--- src/rtl/key_word_reg_file.sv ---
// key_word_reg_file
// ------------------------------------------------------------------
// Word register file for the KeyExpansion datapath. It stores the expanded
// round-key words (44 x 32 bits for AES-128 by default). Each word has a
// valid bit. Writes go to an explicit address or to an auto-incrementing
// fill pointer. Two independent read ports each return registered data
// one cycle after the request.
//
// Optional feature macro: KEY_RF_READ_BYPASS_EN
//   When defined, a read of the address being written in the same cycle
//   returns the incoming write data with valid = 1 (per port, suppressed by
//   clr). When undefined, such a read returns the old word and old valid bit.
//
// Ports
//   clk, rst              clock (rising edge), synchronous active-high reset
//   clr                   soft clear of valid bits and fill pointer (data kept)
//   wr_en, wr_auto        write request; 1 = write at fill pointer, 0 = at wr_addr
//   wr_addr, wr_data      explicit write address, write data
//   rd_en_a, rd_addr_a    port A request and address
//   rd_data_a, rd_valid_a port A registered data and valid
//   rd_en_b, rd_addr_b    port B request and address
//   rd_data_b, rd_valid_b port B registered data and valid
//   wr_ptr                fill pointer (low ADDR_W bits)
//   full                  fill pointer has reached DEPTH
//   wr_err                one-cycle pulse after a rejected write
// ------------------------------------------------------------------
module key_word_reg_file #(
  parameter int ADDR_W = 6,
  parameter int DATA_W = 32,
  parameter int DEPTH  = 44
) (
  input  logic              clk,
  input  logic              rst,
  input  logic              clr,
  input  logic              wr_en,
  input  logic              wr_auto,
  input  logic [ADDR_W-1:0] wr_addr,
  input  logic [DATA_W-1:0] wr_data,
  input  logic              rd_en_a,
  input  logic [ADDR_W-1:0] rd_addr_a,
  output logic [DATA_W-1:0] rd_data_a,
  output logic              rd_valid_a,
  input  logic              rd_en_b,
  input  logic [ADDR_W-1:0] rd_addr_b,
  output logic [DATA_W-1:0] rd_data_b,
  output logic              rd_valid_b,
  output logic [ADDR_W-1:0] wr_ptr,
  output logic              full,
  output logic              wr_err
);

  localparam int NWORDS = 2 ** ADDR_W;
  // One extra bit so the pointer can hold DEPTH even when DEPTH == 2^ADDR_W.
  localparam logic [ADDR_W:0] DEPTH_P = (ADDR_W + 1)'(DEPTH);

  logic [DATA_W-1:0] mem_q [DEPTH];
  logic [DEPTH-1:0]  valid_q;
  logic [ADDR_W:0]   ptr_q, ptr_d;
  logic              wr_err_q, wr_err_d;

  logic [ADDR_W:0]   eff_addr;
  logic [NWORDS-1:0] wr_sel;
  logic              wr_hit, wr_accept;

  // Full address space views; unimplemented words read as zero / invalid.
  logic [DATA_W-1:0] word_ext [NWORDS];
  logic [NWORDS-1:0] valid_ext;

  logic [DATA_W-1:0] rd_data_a_q, rd_data_a_d, rd_data_b_q, rd_data_b_d;
  logic              rd_valid_a_q, rd_valid_a_d, rd_valid_b_q, rd_valid_b_d;

  // A full pointer equals DEPTH, which matches no implemented word. The
  // decoder therefore rejects auto writes while full by itself.
  assign eff_addr = wr_auto ? ptr_q : {1'b0, wr_addr};

  generate
    for (genvar gi = 0; gi < NWORDS; gi++) begin : g_word
      if (gi < DEPTH) begin : g_impl
        assign wr_sel[gi]    = wr_en && (eff_addr == (ADDR_W + 1)'(gi));
        assign word_ext[gi]  = mem_q[gi];
        assign valid_ext[gi] = valid_q[gi];
      end else begin : g_unimpl
        assign wr_sel[gi]    = 1'b0;
        assign word_ext[gi]  = '0;
        assign valid_ext[gi] = 1'b0;
      end
    end
  endgenerate

  assign wr_hit    = |wr_sel;
  assign wr_accept = wr_hit && !clr;
  // clr drops a same-cycle write silently, so it does not count as a rejection.
  assign wr_err_d  = wr_en && !wr_hit && !clr;

  always_comb begin
    ptr_d = ptr_q;
    if (clr) begin
      ptr_d = '0;
    end else if (wr_accept && wr_auto) begin
      ptr_d = ptr_q + 1'b1;
    end
  end

  always_ff @(posedge clk) begin
    if (rst) begin
      for (int i = 0; i < DEPTH; i++) begin
        mem_q[i]   <= '0;
        valid_q[i] <= 1'b0;
      end
      ptr_q    <= '0;
      wr_err_q <= 1'b0;
    end else begin
      for (int i = 0; i < DEPTH; i++) begin
        if (clr) begin
          valid_q[i] <= 1'b0;
        end else if (wr_sel[i]) begin
          mem_q[i]   <= wr_data;
          valid_q[i] <= 1'b1;
        end
      end
      ptr_q    <= ptr_d;
      wr_err_q <= wr_err_d;
    end
  end

  // Port A next state: data holds when idle, valid only follows a request.
  always_comb begin
    rd_data_a_d  = rd_data_a_q;
    rd_valid_a_d = 1'b0;
    if (rd_en_a) begin
      rd_data_a_d  = word_ext[rd_addr_a];
      rd_valid_a_d = valid_ext[rd_addr_a];
`ifdef KEY_RF_READ_BYPASS_EN
      if (wr_accept && (eff_addr == {1'b0, rd_addr_a})) begin
        rd_data_a_d  = wr_data;
        rd_valid_a_d = 1'b1;
      end
`endif
    end
  end

  always_comb begin
    rd_data_b_d  = rd_data_b_q;
    rd_valid_b_d = 1'b0;
    if (rd_en_b) begin
      rd_data_b_d  = word_ext[rd_addr_b];
      rd_valid_b_d = valid_ext[rd_addr_b];
`ifdef KEY_RF_READ_BYPASS_EN
      if (wr_accept && (eff_addr == {1'b0, rd_addr_b})) begin
        rd_data_b_d  = wr_data;
        rd_valid_b_d = 1'b1;
      end
`endif
    end
  end

  always_ff @(posedge clk) begin
    if (rst) begin
      rd_data_a_q  <= '0;
      rd_valid_a_q <= 1'b0;
      rd_data_b_q  <= '0;
      rd_valid_b_q <= 1'b0;
    end else begin
      rd_data_a_q  <= rd_data_a_d;
      rd_valid_a_q <= rd_valid_a_d;
      rd_data_b_q  <= rd_data_b_d;
      rd_valid_b_q <= rd_valid_b_d;
    end
  end

  assign rd_data_a  = rd_data_a_q;
  assign rd_valid_a = rd_valid_a_q;
  assign rd_data_b  = rd_data_b_q;
  assign rd_valid_b = rd_valid_b_q;
  assign wr_ptr     = ptr_q[ADDR_W-1:0];
  assign full       = (ptr_q == DEPTH_P);
  assign wr_err     = wr_err_q;

endmodule

--- config.mk ---
export PLATFORM = sky130hd
export DESIGN_NAME = key_word_reg_file
export DESIGN_NICKNAME = d
export VERILOG_FILES = /design/src/rtl/key_word_reg_file.sv
export SDC_FILE = /design/constraint.sdc
export NUM_CORES = 2
export LEC_CHECK = 0
export BUFFER_PORTS_ARGS = -buffer_cell sky130_fd_sc_hd__buf_4
export CORE_MARGIN = 2
export CORE_UTILIZATION = 45
export DETAILED_ROUTE_END_ITERATION = 10
export SLEW_MARGIN = 25
export SYNTH_ARGS = -nofsm -noshare
export SYNTH_HDL_FRONTEND = slang
export SYNTH_SLANG_ARGS = --single-unit
--- constraint.sdc ---
create_clock -name clk -period 3.2 [get_ports clk]
set_input_delay 0.64 -clock clk [delete_from_list [all_inputs] [get_ports clk]]
set_output_delay 0.64 -clock clk [all_outputs]
set_load 0.02 [all_outputs]
After elaboration in Yosys (flattened, before gate mapping)
Memories as Yosys holds them, arrays and structs flattened.
Index checks and enable logic that the tools add are counted.
{"block": "word_totals", "in_bits": 57, "output_inout_bits": 74, "register_bits": 118, "memories": 1, "word_cells": 436, "mem_bits_rw": 1408}
{"block": "classes", "muxes": 233, "order_cmp": 4, "n_addsub": 1, "bitwise_logic": 48, "n_reduce_logical": 55, "eq_ne": 44}
{"memory": "mem_q", "depth": 44, "word_bits": 32, "read_ports": 44, "rd_ports_with_merged_regs": 0, "write_ports": 44, "line": "56", "rtl": "logic [DATA_W-1:0] mem_q [DEPTH];"}
{"operator": "32-bit two-way mux", "n": 48}
{"operator": "32-bit binary-select mux with 6-bit select", "n": 2}
{"operator": "1-bit two-way mux", "n": 180}
{"operator": "7-bit by 5-bit == test with 1-bit output (second input constant)", "n": 16}
{"operator": "7-bit by 6-bit == test with 1-bit output (second input constant)", "n": 13}
{"operator": "7-bit by 4-bit == test with 1-bit output (second input constant)", "n": 8}
{"operator": "1-bit logical AND", "n": 48}
{"operator": "1-bit OR", "n": 44}
{"operator": "44-bit OR reduction", "n": 1}
{"operator": "7-bit by 3-bit == test with 1-bit output (second input constant)", "n": 4}
{"operator": "7-bit by 2-bit == test with 1-bit output (second input constant)", "n": 2}
{"operator": "7-bit >= comparator (second input constant)", "n": 2}
{"operator": "6-bit by 7-bit less-than comparator with 1-bit output (second input constant)", "n": 2}
{"operator": "6-bit NOT with 7-bit output", "n": 2}
{"operator": "1-bit binary-select mux with 6-bit select", "n": 2}
{"operator": "7-bit by 1-bit adder with 7-bit output (second input constant)", "n": 1}
{"operator": "7-bit by 1-bit == test with 1-bit output (second input constant)", "n": 1}
{"operator": "7-bit zero test", "n": 1}
{"operator": "7-bit two-way mux", "n": 1}
{"operator": "2-bit OR reduction", "n": 3}
{"operator": "1-bit zero test", "n": 2}
{"operator": "1-bit NOT", "n": 2}

Depth between registers and ports, before layout
{"block": "depth", "word_depth": 8, "depth_mapped": 10, "ltp_nobuf": 6}

Least setup slack after synthesis
OpenSTA, ideal clock, no wires.
{"block": "synth_path", "path_kind": "in2reg", "start": "in wr_addr[0]", "end": "mem mem_q[25][0] (netlist: mem_q[1][288]) (enable)", "t_required_ns": 2.806, "setup_ns": 0.394, "slack_ns": 0.137, "n_path_buf": 1, "t_arrival_ns": 2.669, "stages": 5, "cell_sequence": "clkbuf_1 or3b_2 a21oi_1 nand2_1 nand2b_1"}
{"item": "start, declared", "line": "37", "rtl": "input logic [ADDR_W-1:0] wr_addr,"}
{"item": "end, declared", "line": "56"}

Worst setup path in the final report
{"block": "layout_path", "start": "reg ptr_q[0]", "end": "out full"}
{"block": "layout_via", "elab_chain_cells": 1}
{"item": "start, declared", "line": "58", "rtl": "logic [ADDR_W:0] ptr_q, ptr_d;"}
{"item": "start signal, assigned", "line": "121", "rtl": "ptr_q <= ptr_d;"}
{"item": "7-bit by 6-bit == test with 1-bit output", "line": "176", "rtl": "assign full = (ptr_q == DEPTH_P);"}
{"item": "end, declared", "line": "48", "rtl": "output logic full,"}
Every way passes these cells.

==> impl_metrics.ini <==
[sta]
hold_viol_final = 0
slew_viol_final = 0
finalSetupViolations = 0
tightestPinTransition_ns = 1.15
max_slew_margin_pct = 23.1
fin_crit_ns = 2.77
rsz0062_at_grt = no
period_share_pct = 86.4
fmax_mhz = 362
clock_skew_ns = 0.0352

[die]
die-area_mm2 = 0.169
rows = 149
die-height_um = 411
pin_count = 131
core-area_mm2 = 0.165
die_w_um = 411
start_util_pct = 45.3

[pwr]
p_sw_share_pct = 24.4
p_seq_share_pct = 48.3
p_leak_nw = 30.3
internal-power_mw = 36.1
ir_drop_mv = 0.501
power.share.combinational_pct = 11.5
clock_power_share_pct = 40.2
switchingPower_mw = 11.6
power_density_mw_per_mm2 = 548
p_total_mw = 47.7

[cts]
clkSlewWorstSetupHoldPaths_ns = 0.06
cts_tree = done
worst_skew_pair.late_latency_ns = 0.82
cts_hold_buf = 0
cts_setup_buffers = 0
cts_sinks = 1526
htreeDepth = 4
clock_path_buffers = 3
root_buffer = clkbuf_16
cts-buffers-inserted = 165
cts_resized = 0

[critical_path]
reg2reg_slack_ns = 0.46
endpoint_kind = output pin
criticalPathCategory = reg2out
cp_max_fo = 7
critPathLaunchType = register
worstPathArrival_ns = 2.13
worstRegToRegCells = 7
r2r_end = mem_q[0][328]
r2r_start = ptr_q[2]
required_ns = 2.56

[status]
status = finished, final reports clean

[global_route]
grt-ovfl-total = 0
grt_max_degree = 68
grt_pass1_vias = 50600
antenna_found_initial = 4
grt.total_usage_pct = 30.5
grt_pass1_wl_um = 366000

[logic_synthesis]
synth_seq_area_share_pct = 59.8
synthFlopType = edfxtp_1
ys_types = 58
syn-num-nets = 5028
syn_inst = 4969
synth-seq-cells = 1526
synth_edf_count = 1408
async_reset_ff_share_pct = 0
synth_area_per_cell_um2 = 15.0
synthesis.area_mm2 = 0.0747
ys_warn_count = 0

[worst_hold_path]
min_from = wr_en
whs_path_depth = 2
hold_class = in2reg
holdPathEnd = wr_err

[final_layout]
final_cells = 7514
area_growth_pct = 16.6
nets = 5251
final_cell_area_mm2 = 0.0871
drive_above_1_share_pct = 31.5
diodes = 0
final_core_util_pct = 52.8

[placed_design]
io_buffers = 130
hpwl_um = 163000
place_area_mm2 = 0.0817
placed_cells = 7214
gp_routability_congestion = 0.890

[detailed_routing]
viasPerCell = 6.65
post-route-drc-count = 0
ant_nets = 0
dr.pass1.iters = 6
drt_wl_total_um = 258000
drtIter0Drc = 6776
vias = 50000
wire_per_inst_um = 34.3

[job]
cap_violations = 0
==> per-stage QoR <==
| step | setup slack, ns | setup TNS, ns | hold WS [ns] |
|---|---|---|---|
| 6_report | 0.434 | 0 | 0.120 |
| 5_1_grt | 0.331 | 0 | 0.117 |
| 4_1_cts | 0.410 | 0 | 0.0781 |
| 3_5_place_dp | -0.0679 | -0.102 | 0.477 |
| 3_3_place_gp | -0.0557 | -0.0865 | 0.462 |
| 2_1_floorplan | 0.137 | 0 | 0.448 |
==> routing by layer <==
layer | routed length, um | track usage, % | up-vias
li1 | - | - | 19900
met1 | 95500 | 41.1 | 25800
met2 | 120000 | 47.8 | 3517
met3 | 29200 | 6.24 | 685
met4 | 13700 | 14.3 | 6
met5 | 35 | 0 | -
==> sequential cells by signal (all words and copies together), names as in the netlist <==
name	flops
mem_q	1408
ptr_q	7
rd_data_a	32
rd_data_b	32
rd_valid_a	1
rd_valid_b	1
valid_q	44
wr_err	1
==> cell usage after synthesis (37+ instances only) <==
cell type / count / area share, %
a22oi_1: 65 / 0.65
a22o_1: 256 / 3.0
buf_2: 85 / 0.57
clkbuf_1: 397 / 2.0
buf_4: 43 / 0.43
nand2b_1: 68 / 0.57
dfxtp_1: 118 / 3.2
inv_1: 37 / 0.19
nand2_1: 108 / 0.54
mux4_2: 730 / 22
nor2_1: 1218 / 6.1
a21oi_1: 51 / 0.34
a311oi_1: 64 / 0.75
a311o_1: 64 / 0.86
nor3_1: 70 / 0.47
edfxtp_1: 1408 / 57
o21ai_0: 67 / 0.45
==> layout by cell type, fill, tap and decap left out, types with 34 or more instances in the layout <==
cell       Yosys  final
dfxtp_1      118    118
a22oi_1       65     65
a21oi_1       51     51
nor2_1      1218   1216
nor3_1        70     70
clkinv_1       0     35
a22o_1       256    256
nand2b_2       0     34
nand2_2        0     34
a311oi_1      64     64
a311o_1       64     64
edfxtp_1    1408   1408
nand2_1      108     74
buf_12         0    153
clkbuf_16      0    173
buf_4         43    456
mux4_2       730    730
o21ai_0       67     67
inv_1         37     37
nand2b_1      68     34
==> critical path, stage by stage (launching register included) <==
cell and delay, ns:
dfxtp_1 0.55, inv_1 0.20, ha_1 0.27, nand4bb_1 0.10, nor2_1 0.05, buf_4 0.16
==> worst max-delay path by stage <==
stage | startpoint | to | slack, ns
after floorplan | wr_addr[0] | mem_q[1][288] | 0.14
after global placement | rd_addr_a[0] | rd_data_a[30] | -0.06
after detailed placement | rd_addr_a[0] | rd_data_a[30] | -0.07
after CTS | ptr_q[0] | full | 0.41
after global routing | ptr_q[1] | full | 0.33
final | ptr_q[0] | full | 0.43
==> logic make-up after synthesis <==
logic type,count (synthesis),synth area share [%]
buf+inv,595,3.50
compound gates,600,6.40
flops,1526,59.8
simple gates,1504,8.10
xor+xnor,4,0.0469
fa+ha+maj,2,0.0335
mux,738,22.1
==> power groups by stage <==
stage | combinational [mW] | clock [mW] | sequential [mW]
2_1_floorplan | 3.06 | 0 | 23.3
3_3_place_gp | 5.40 | 0 | 23.4
3_5_place_dp | 5.43 | 0 | 23.5
4_1_cts | 5.45 | 19.3 | 23.0
5_1_grt | 5.67 | 20.1 | 23.1
6_report | 5.49 | 19.1 | 23.1
==> area by class of cell <==
type                            instances  area [um2]
Multi-Input combinational cell       2848       27700
Inverter                               37         139
Sequential cell                      1526       44600
Tap cell                             2189        2740
Fill cell                           13500       77700
Clock buffer                          207        4500
Clock inverter                         93         850
Timing Repair Buffer                  614        6560
Power figures use the tool's default switching activity.
